$ cat src/rtl/pipe_stage_buf.sv
// Valid/ready pipeline stage buffer: plain register (DEPTH=1) or skid pair (DEPTH=2).
// Flush and stall come from the hazard unit; outputs are driven straight from flops.
module pipe_stage_buf #(
    parameter int DATA_W       = 256,
    parameter int DEPTH        = 2,
    parameter int CLR_ON_FLUSH = 1
) (
    input  logic              clk,
    input  logic              rst,
    input  logic              flush_i,
    input  logic              stall_i,
    input  logic              in_valid_i,
    input  logic [DATA_W-1:0] in_data_i,
    output logic              in_ready_o,
    output logic              out_valid_o,
    output logic [DATA_W-1:0] out_data_o,
    input  logic              out_ready_i,
    output logic [1:0]        occupancy_o
);

    localparam logic [1:0] S_EMPTY = 2'd0;
    localparam logic [1:0] S_ONE   = 2'd1;
    localparam logic [1:0] S_TWO   = 2'd2;

    logic [1:0]        r_state;
    logic [1:0]        w_state_nxt;
    logic [DATA_W-1:0] r_head;
    logic [DATA_W-1:0] r_skid;
    logic [DATA_W-1:0] w_head_nxt;
    logic [DATA_W-1:0] w_skid_nxt;
    logic              r_valid;
    logic              w_ready;
    logic              w_in_fire;
    logic              w_out_fire;

    // The skid variant must not see out_ready_i, so its ready is pure state.
    generate
        if (DEPTH == 1) begin : g_plain
            assign w_ready = !stall_i
                & ((r_state == S_EMPTY) | out_ready_i);
        end else begin : g_skid
            assign w_ready = !stall_i & (r_state != S_TWO);
        end
    endgenerate

    assign in_ready_o  = w_ready & !rst;
    assign w_in_fire   = in_valid_i & in_ready_o;
    assign w_out_fire  = r_valid & out_ready_i & !stall_i;

    assign out_valid_o = r_valid;
    assign out_data_o  = r_head;
    assign occupancy_o = r_state;

    always_comb begin
        w_state_nxt = r_state;
        w_head_nxt  = r_head;
        w_skid_nxt  = r_skid;
        case (r_state)
            S_EMPTY: begin
                if (w_in_fire) begin
                    w_state_nxt = S_ONE;
                    w_head_nxt  = in_data_i;
                end
            end
            S_ONE: begin
                if (w_in_fire && w_out_fire) begin
                    w_head_nxt = in_data_i;
                end else if (w_out_fire) begin
                    w_state_nxt = S_EMPTY;
                end else if (w_in_fire && DEPTH == 2) begin
                    w_state_nxt = S_TWO;
                    w_skid_nxt  = in_data_i;
                end
            end
            S_TWO: begin
                if (w_out_fire) begin
                    w_state_nxt = S_ONE;
                    w_head_nxt  = r_skid;
                end
            end
            default: begin
                w_state_nxt = S_EMPTY;
            end
        endcase
    end

    always_ff @(posedge clk) begin
        if (rst) begin
            r_state <= S_EMPTY;
            r_valid <= 1'b0;
            r_head  <= '0;
            r_skid  <= '0;
        end else if (flush_i) begin
            r_state <= S_EMPTY;
            r_valid <= 1'b0;
            r_skid  <= '0;
            if (CLR_ON_FLUSH != 0) begin
                r_head <= '0;
            end
        end else begin
            r_state <= w_state_nxt;
            r_valid <= (w_state_nxt != S_EMPTY);
            r_head  <= w_head_nxt;
            r_skid  <= w_skid_nxt;
        end
    end

endmodule

$ cat config.mk
export PLATFORM = sky130hd
export DESIGN_NAME = pipe_stage_buf
export DESIGN_NICKNAME = d
export VERILOG_FILES = /design/src/rtl/pipe_stage_buf.sv
export SDC_FILE = /design/constraint.sdc
export NUM_CORES = 1
export LEC_CHECK = 0
export CELL_PAD_IN_SITES_DETAIL_PLACEMENT = 1
export CELL_PAD_IN_SITES_GLOBAL_PLACEMENT = 2
export CORE_MARGIN = 2
export CORE_UTILIZATION = 26
export CTS_CLUSTER_SIZE = 28
export DETAILED_ROUTE_END_ITERATION = 12
export GPL_ROUTABILITY_DRIVEN = 0
export HOLD_SLACK_MARGIN = 0.1
export PLACE_DENSITY_LB_ADDON = 0.1
export SYNTH_ARGS = -nofsm -noshare
export SYNTH_HDL_FRONTEND = slang
export SYNTH_SLANG_ARGS = --single-unit
$ cat constraint.sdc
create_clock -name clk -period 1.8 [get_ports clk]
set_input_delay 0.36 -clock clk [delete_from_list [all_inputs] [get_ports clk]]
set_output_delay 0.36 -clock clk [all_outputs]
set_load 0.01 [all_outputs]
==> results.sh, run 1 <==
export IMPL_critical_path_max_stage_delay_ns=0.51
export IMPL_r2r_cells=9
export IMPL_rows=101
export IMPL_ys_seq_area_frac=0.517
export IMPL_postCtsHoldBufs=0
export IMPL_path_common_cell="sky130_fd_sc_hd__buf_12"
export IMPL_cts_tree="built"
export IMPL_mappedNetlistNets=2530
export IMPL_post_route_drc_count=0
export IMPL_power_switching_mw=6.22
export IMPL_ctsHtreeMaxLevel=2
export IMPL_yosys_area_top_type="sky130_fd_sc_hd__dfxtp_1"
export IMPL_drt_total_wl_mm=78.0
export IMPL_yosys_warnings=0
export IMPL_via_count_of_the_first_global_routing_pass=19100
export IMPL_worst_setup_path_start_kind="flip-flop"
export IMPL_first_pass_iters=4
export IMPL_gr_util_met2=0.330
export IMPL_holdWs_ns=0.315
export IMPL_timing_hold_worst_start="in_data_i[116]"
export IMPL_gate_power_share=0.095
export IMPL_synth_cell_area_sq_um=19900
export IMPL_setup_repair_after_global_routing_missed_its_margin="true"
export IMPL_grt_antenna_before_repair=20
export IMPL_fp_dieArea_sq_um=78900
export IMPL_cp_data_required_time_ns=2.31
export IMPL_grt_pass1_wl_mm=114
export IMPL_min_period_over_period=1.08
export IMPL_fin_crit_ns=1.95
export IMPL_power_leakage_nw=12.9
export IMPL_final_instance_count_excl_fillers=3939
export IMPL_timing_rr_start="occupancy_o[1]"
export IMPL_grtUsageMet1=0.222
export IMPL_drt_initial_drc_count=623
export IMPL_numClockSinks=515
export IMPL_filler_cell_count=8545
export IMPL_clock_fmax_mhz=513
export IMPL_worst_ep_arrival_time_ns=2.46
export IMPL_io_pins=522
export IMPL_clock_insertion_delay_worst_skew_ns=0.62
export IMPL_worstHoldPathCells=3
export IMPL_max_cap_violations=0
export IMPL_dp_final_hpwl_mm=53.8
export IMPL_path_cells="or4b_4, a22oi_4, buf_12, buf_12, buf_16, buf_12, clkbuf_16, buf_6, a211oi_2"
export IMPL_ctsLongestPathBuffers=3
export IMPL_timing_rr_end="out_data_o[142]"
export IMPL_failed_checks="negative setup slack"
export IMPL_avgViaCountPerCell=4.68
export IMPL_int_power_mw=20.1
export IMPL_numPlacedInstances=3758
export IMPL_synthesis_instances=2268
export IMPL_cts_made_buffers=60
export IMPL_yosys_cell_types_count=21
export IMPL_master_cell_of_the_clock_root_buffer="sky130_fd_sc_hd__clkbuf_16"
export IMPL_vdd_ir_drop_worst_mv=0.688
export IMPL_finalNetCount=3110
export IMPL_global_route_usage_met3=0.0392
export IMPL_routedWlPerCell_um=19.8
export IMPL_synth_avg_cell_area_sq_um=8.79
export IMPL_via_count=18400
export IMPL_die_y_um=281
export IMPL_worst_hold_path_endpoint="r_skid[116]"
export IMPL_area_occupied_by_multi_input_gates_sq_um=9590
export IMPL_tightestPinTransition_ns=0.421
export IMPL_synth_area_leaders="sky130_fd_sc_hd__dfxtp_1 52%, sky130_fd_sc_hd__mux2i_1 13%, sky130_fd_sc_hd__nand2_1 9.7%"
export IMPL_reg2reg_setup_slack_ns=-0.15
export IMPL_slew_viol_final=0
export IMPL_grt_total_usage=0.186
export IMPL_power_share_switching=0.236
export IMPL_critPathKind="flip-flop to flip-flop"
export IMPL_io_buffer_count=521
export IMPL_power_frac_seq=0.442
export IMPL_critical_path_slowest_cell="sky130_fd_sc_hd__or4b_4"
export IMPL_grt_overflow=0
export IMPL_yosysTopAreaCellShare=0.517
export IMPL_fin_worst_skew_ns=0.0277
export IMPL_final_hold_violation_count=0
export IMPL_power_per_cell_area_nw_per_um2=844
export IMPL_p_clk_frac=0.463
export IMPL_grt_busiest_layer="met2"
export IMPL_result_of_the_run="finished, violations left"
export IMPL_floorplan_initialDensity=0.263
export IMPL_synth_seq_cells=515
export IMPL_mostFrequentLayoutCells="515 x sky130_fd_sc_hd__nand2_1, 510 x sky130_fd_sc_hd__dfxtp_1, 402 x sky130_fd_sc_hd__clkdlybuf4s50_1"
export IMPL_core_area_sq_um=75900
export IMPL_mostFrequentLayoutCell="sky130_fd_sc_hd__nand2_1"
export IMPL_grt_max_degree=48
export IMPL_timing_slew_headroom=0.719
export IMPL_post_route_cells_drive_above_1_share=0.157
export IMPL_cp_max_fo=8
export IMPL_clkTransAtPathRegs_ns=0.06
export IMPL_worst_path_setup_slack_after_routing_ns=-0.148
export IMPL_drt_antenna_violating_nets=0
export IMPL_syn_to_final_growth_pct=56.5
export IMPL_path_category_of_the_worst_min_delay_check="input port to flip-flop"
export IMPL_seqCellArea_sq_um=10300
export IMPL_die_x_um=281
export IMPL_worstSetupEndpointType="flip-flop"
export IMPL_report_final_setup_viol=394
[layout make-up]
class | count | share of cell area
Sequential cell | 515 | 0.330
Tap cell | 1030 | 0.0413
Multi-Input combinational cell | 1554 | 0.307
Clock inverter | 9 | 0.00176
Antenna cell | 12 | 0.000962
Timing Repair Buffer | 717 | 0.256
Clock buffer | 102 | 0.0622
[cell families (layout without fill, tap and decap cells)]
family	count (synthesis)	count (layout)	synth area share
DFF	515	515	0.517
buffers and inverters	199	828	0.0425
AOI/OAI and AO/OA	515	515	0.162
other	0	12	0
and+or+nand+nor	783	783	0.150
muxes	256	256	0.128
[power groups by stage]
stage	registers [mW]	logic [mW]	clock network [mW]
6_report	11.6	2.51	12.2
5_1_grt	11.7	2.70	13.1
2_1_floorplan	11.9	0.708	0
4_1_cts	11.6	2.31	12.6
3_3_place_gp	11.9	2.12	0
3_5_place_dp	11.9	2.15	0
[state kept, by name, indices dropped and copies added (netlist names)]
| name | cells |
|---|---|
| r_skid | 256 |
| occupancy_o | 2 |
| out_data_o | 256 |
| out_valid_o | 1 |
[worst max-delay path by stage]
stage	start	end	slack, ns	cells past startpoint
finish	occupancy_o[1]	out_data_o[142]	-0.15	9
global route	occupancy_o[1]	out_data_o[61]	-0.23	7
CTS	occupancy_o[1]	out_data_o[65]	-0.20	7
detailed placement	stall_i	out_data_o[72]	-0.78	7
global placement	stall_i	out_data_o[68]	-0.69	7
floorplan	occupancy_o[1]	out_data_o[222]	-0.001	5
[worst max-delay path, delay by kind of cell, from the launching register on]
kind | cells | cell delay (ns)
buffers and inverters | 6 | 0.80
and+or+nand+nor | 1 | 0.51
DFF | 1 | 0.32
AOI/OAI and AO/OA | 2 | 0.21
[Yosys cell counts]
cell                       count
sky130_fd_sc_hd__buf_4         3
sky130_fd_sc_hd__nand2b_1      1
sky130_fd_sc_hd__nand3b_1      1
sky130_fd_sc_hd__nand4b_1      1
sky130_fd_sc_hd__buf_1         4
sky130_fd_sc_hd__mux2i_1     256
sky130_fd_sc_hd__nor3b_1       2
sky130_fd_sc_hd__or2_2         2
sky130_fd_sc_hd__and2_1        1
sky130_fd_sc_hd__a22oi_4       1
sky130_fd_sc_hd__a211oi_1    256
sky130_fd_sc_hd__or4b_4        1
sky130_fd_sc_hd__and4b_1       1
sky130_fd_sc_hd__nor2_1      256
sky130_fd_sc_hd__a21oi_1     258
sky130_fd_sc_hd__or4bb_1       1
sky130_fd_sc_hd__nor3_1        1
sky130_fd_sc_hd__nand2_1     515
sky130_fd_sc_hd__buf_2        71
sky130_fd_sc_hd__clkbuf_1    121
sky130_fd_sc_hd__dfxtp_1     515
[per-layer routing]
metal	vias up	routed length (um)
li1	8968	-
met1	8930	32800
met2	392	38700
met3	132	3970
met4	16	2410
met5	-	104
[stage by stage]
step           power, mW  worst slack (ns)  cell area (sq um)  TNS, ns   util
2_1_floorplan       12.6          -0.00110              20000  -0.0220      -
3_3_place_gp        14.0            -0.686              27400  -283.98  0.360
3_5_place_dp        14.0            -0.780              27400  -302.55  0.360
4_1_cts             26.5            -0.200              30000   -47.50  0.395
5_1_grt             27.4            -0.229              31200   -60.58  0.411
6_report            26.3            -0.148              31200   -28.40  0.411
[repair_timing]
action | CTS | global route
pin swaps | 43 | 72
gates cloned | 12 | 9
setup buffers | 13 | 27
endpoints found under the setup margin | 508 | 545
gates resized for setup | 173 | 199
Power figures use the tool's default switching activity.
==> run 2: changes to the inputs <==
Clock period 1.8 ns to 1.6 ns, I/O delays scaled along.
==> run 2 against run 1 <==
  * The flow still finishes with violations (negative setup slack)
  * Core utilization decreased by 0.11 points
  * Final cell count is 0.28% lower
  * Clock power is 15% higher
  * Flip-flop and latch count is the same
  * Highest routed layer unchanged
==> results.sh, run 2 (synthesis gave the netlist of run 1 again) <==
export IMPL_drt_initial_drc_count=572
export IMPL_dp_final_hpwl_mm=53.3
export IMPL_critical_path_max_stage_delay_ns=0.50
export IMPL_grt_max_degree=53
export IMPL_tightestPinTransition_ns=0.376
export IMPL_fp_dieArea_sq_um=78900
export IMPL_die_x_um=281
export IMPL_die_y_um=281
export IMPL_power_leakage_nw=12.1
export IMPL_gate_power_share=0.094
export IMPL_avgViaCountPerCell=4.67
export IMPL_worst_path_setup_slack_after_routing_ns=-0.352
export IMPL_worst_ep_arrival_time_ns=2.43
export IMPL_timing_hold_worst_start="in_data_i[160]"
export IMPL_timing_slew_headroom=0.749
export IMPL_slew_viol_final=0
export IMPL_fin_crit_ns=1.95
export IMPL_finish_utilization=0.410
export IMPL_grt_antenna_before_repair=26
export IMPL_worst_hold_path_endpoint="r_skid[160]"
export IMPL_worstSetupEndpointType="flip-flop"
export IMPL_vdd_ir_drop_worst_mv=0.852
export IMPL_io_buffer_count=521
export IMPL_via_count=18400
export IMPL_power_per_cell_area_nw_per_um2=961
export IMPL_power_switching_mw=7.02
export IMPL_numClockSinks=515
export IMPL_syn_to_final_growth_pct=56.1
export IMPL_grt_overflow=0
export IMPL_fin_worst_skew_ns=0.0199
export IMPL_io_pins=522
export IMPL_p_clk_frac=0.468
export IMPL_path_cells="or4b_4, a22oi_4, buf_12, buf_12, buf_16, buf_16, buf_6, a211oi_2"
export IMPL_report_final_setup_viol=714
export IMPL_ctsHtreeMaxLevel=2
export IMPL_min_period_over_period=1.22
export IMPL_clkTransAtPathRegs_ns=0.06
export IMPL_routedWlPerCell_um=19.9
export IMPL_failed_checks="negative setup slack"
export IMPL_drt_antenna_violating_nets=0
export IMPL_clock_fmax_mhz=512
export IMPL_first_pass_iters=4
export IMPL_clock_insertion_delay_worst_skew_ns=0.61
export IMPL_grt_total_usage=0.190
export IMPL_floorplan_initialDensity=0.263
export IMPL_result_of_the_run="finished, violations left"
export IMPL_ctsLongestPathBuffers=3
export IMPL_rows=101
export IMPL_mostFrequentLayoutCell="sky130_fd_sc_hd__nand2_1"
export IMPL_cts_tree="built"
export IMPL_drt_total_wl_mm=78.3
export IMPL_max_cap_violations=0
export IMPL_setup_tns_ns=-133.05
export IMPL_finalNetCount=3104
export IMPL_worstHoldPathCells=3
export IMPL_int_power_mw=22.9
export IMPL_cts_made_buffers=61
export IMPL_critical_path_slowest_cell="sky130_fd_sc_hd__or4b_4"
export IMPL_critical_path_top_delay_family="buffers and inverters"
export IMPL_grt_pass1_wl_mm=116
export IMPL_path_category_of_the_worst_min_delay_check="input port to flip-flop"
export IMPL_timing_rr_start="occupancy_o[1]"
export IMPL_via_count_of_the_first_global_routing_pass=19100
export IMPL_final_hold_violation_count=0
export IMPL_critPathKind="flip-flop to flip-flop"
export IMPL_r2r_cells=8
export IMPL_post_route_drc_count=0
export IMPL_timing_rr_end="out_data_o[32]"
export IMPL_critical_path_buf_inv_count=5
export IMPL_core_area_sq_um=75900
export IMPL_worst_setup_path_start_kind="flip-flop"
export IMPL_setup_repair_after_global_routing_missed_its_margin="true"
export IMPL_post_route_cells_drive_above_1_share=0.170
export IMPL_power_frac_seq=0.437
export IMPL_reg2reg_setup_slack_ns=-0.35
export IMPL_master_cell_of_the_clock_root_buffer="sky130_fd_sc_hd__clkbuf_16"
export IMPL_mostFrequentLayoutCells="515 x sky130_fd_sc_hd__nand2_1, 491 x sky130_fd_sc_hd__dfxtp_1, 474 x sky130_fd_sc_hd__clkdlybuf4s50_1"
export IMPL_cp_data_required_time_ns=2.08
export IMPL_power_share_switching=0.235
export IMPL_cp_max_fo=17
## run 2: layer usage
layer / global-route usage / vias up / wire length (um)
met1: 0.225 / 8860 / 32500
met4: 0.0581 / 38 / 1900
met5: 0 / - / 243
met2: 0.334 / 379 / 38900
met3: 0.0520 / 133 / 4810
li1: - / 8952 / -
## run 2: cell type report
type / instances / area, sq um
Fill cell: 8469 / 44800
Sequential cell: 515 / 10300
Multi-Input combinational cell: 1554 / 9460
Timing Repair Buffer: 710 / 7980
Clock buffer: 100 / 1960
Tap cell: 1030 / 1290
Clock inverter: 13 / 97.6
Antenna cell: 6 / 15.0
## run 2: worst max path at each step
| stage | start | to | slack (ns) | cells past startpoint |
|---|---|---|---|---|
| finish | occupancy_o[1] | out_data_o[32] | -0.35 | 8 |
| global route | occupancy_o[1] | out_data_o[232] | -0.44 | 7 |
| CTS | occupancy_o[1] | out_data_o[23] | -0.38 | 7 |
| detailed placement | rst | out_data_o[245] | -0.94 | 7 |
| global placement | rst | out_data_o[156] | -0.90 | 7 |
| floorplan | rst | out_data_o[0] | -0.15 | 6 |
## run 2: through the flow
stage	setup slack, ns	total power, mW	hold slack, ns	area, sq um	instances
after floorplan	-0.146	14.2	0.436	20100	2268
after global routing	-0.445	31.2	0.264	31100	3926
after global placement	-0.896	15.7	0.439	27300	3752
final	-0.352	29.9	0.276	31100	3928
after detailed placement	-0.940	15.8	0.446	27300	3752
after CTS	-0.382	30.3	0.228	30600	3910
## run 2: repair_timing
action                                  in CTS  in global routing
cloned                                      19                  3
endpoints found under the setup margin     715                730
pin swaps                                   53                 33
buffers inserted                            26                 16
resized for setup                          301                110
hold buffers                                 0                  0
## run 2: power groups by stage
stage	sequential (mW)	clock, mW	combinational (mW)
detailed placement	13.4	0	2.39
global placement	13.4	0	2.36
CTS	13.1	14.5	2.73
global route	13.1	15.1	3.03
floorplan	13.4	0	0.828
finish	13.1	14.0	2.82
## run 2: worst register-to-register path, stage by stage, from the launching register on
cell and delay, ns:
sky130_fd_sc_hd__dfxtp_2 0.32, sky130_fd_sc_hd__or4b_4 0.50, sky130_fd_sc_hd__a22oi_4 0.16, sky130_fd_sc_hd__buf_12 0.18, sky130_fd_sc_hd__buf_12 0.12, sky130_fd_sc_hd__buf_16 0.15
sky130_fd_sc_hd__buf_16 0.19, sky130_fd_sc_hd__buf_6 0.12, sky130_fd_sc_hd__a211oi_2 0.05
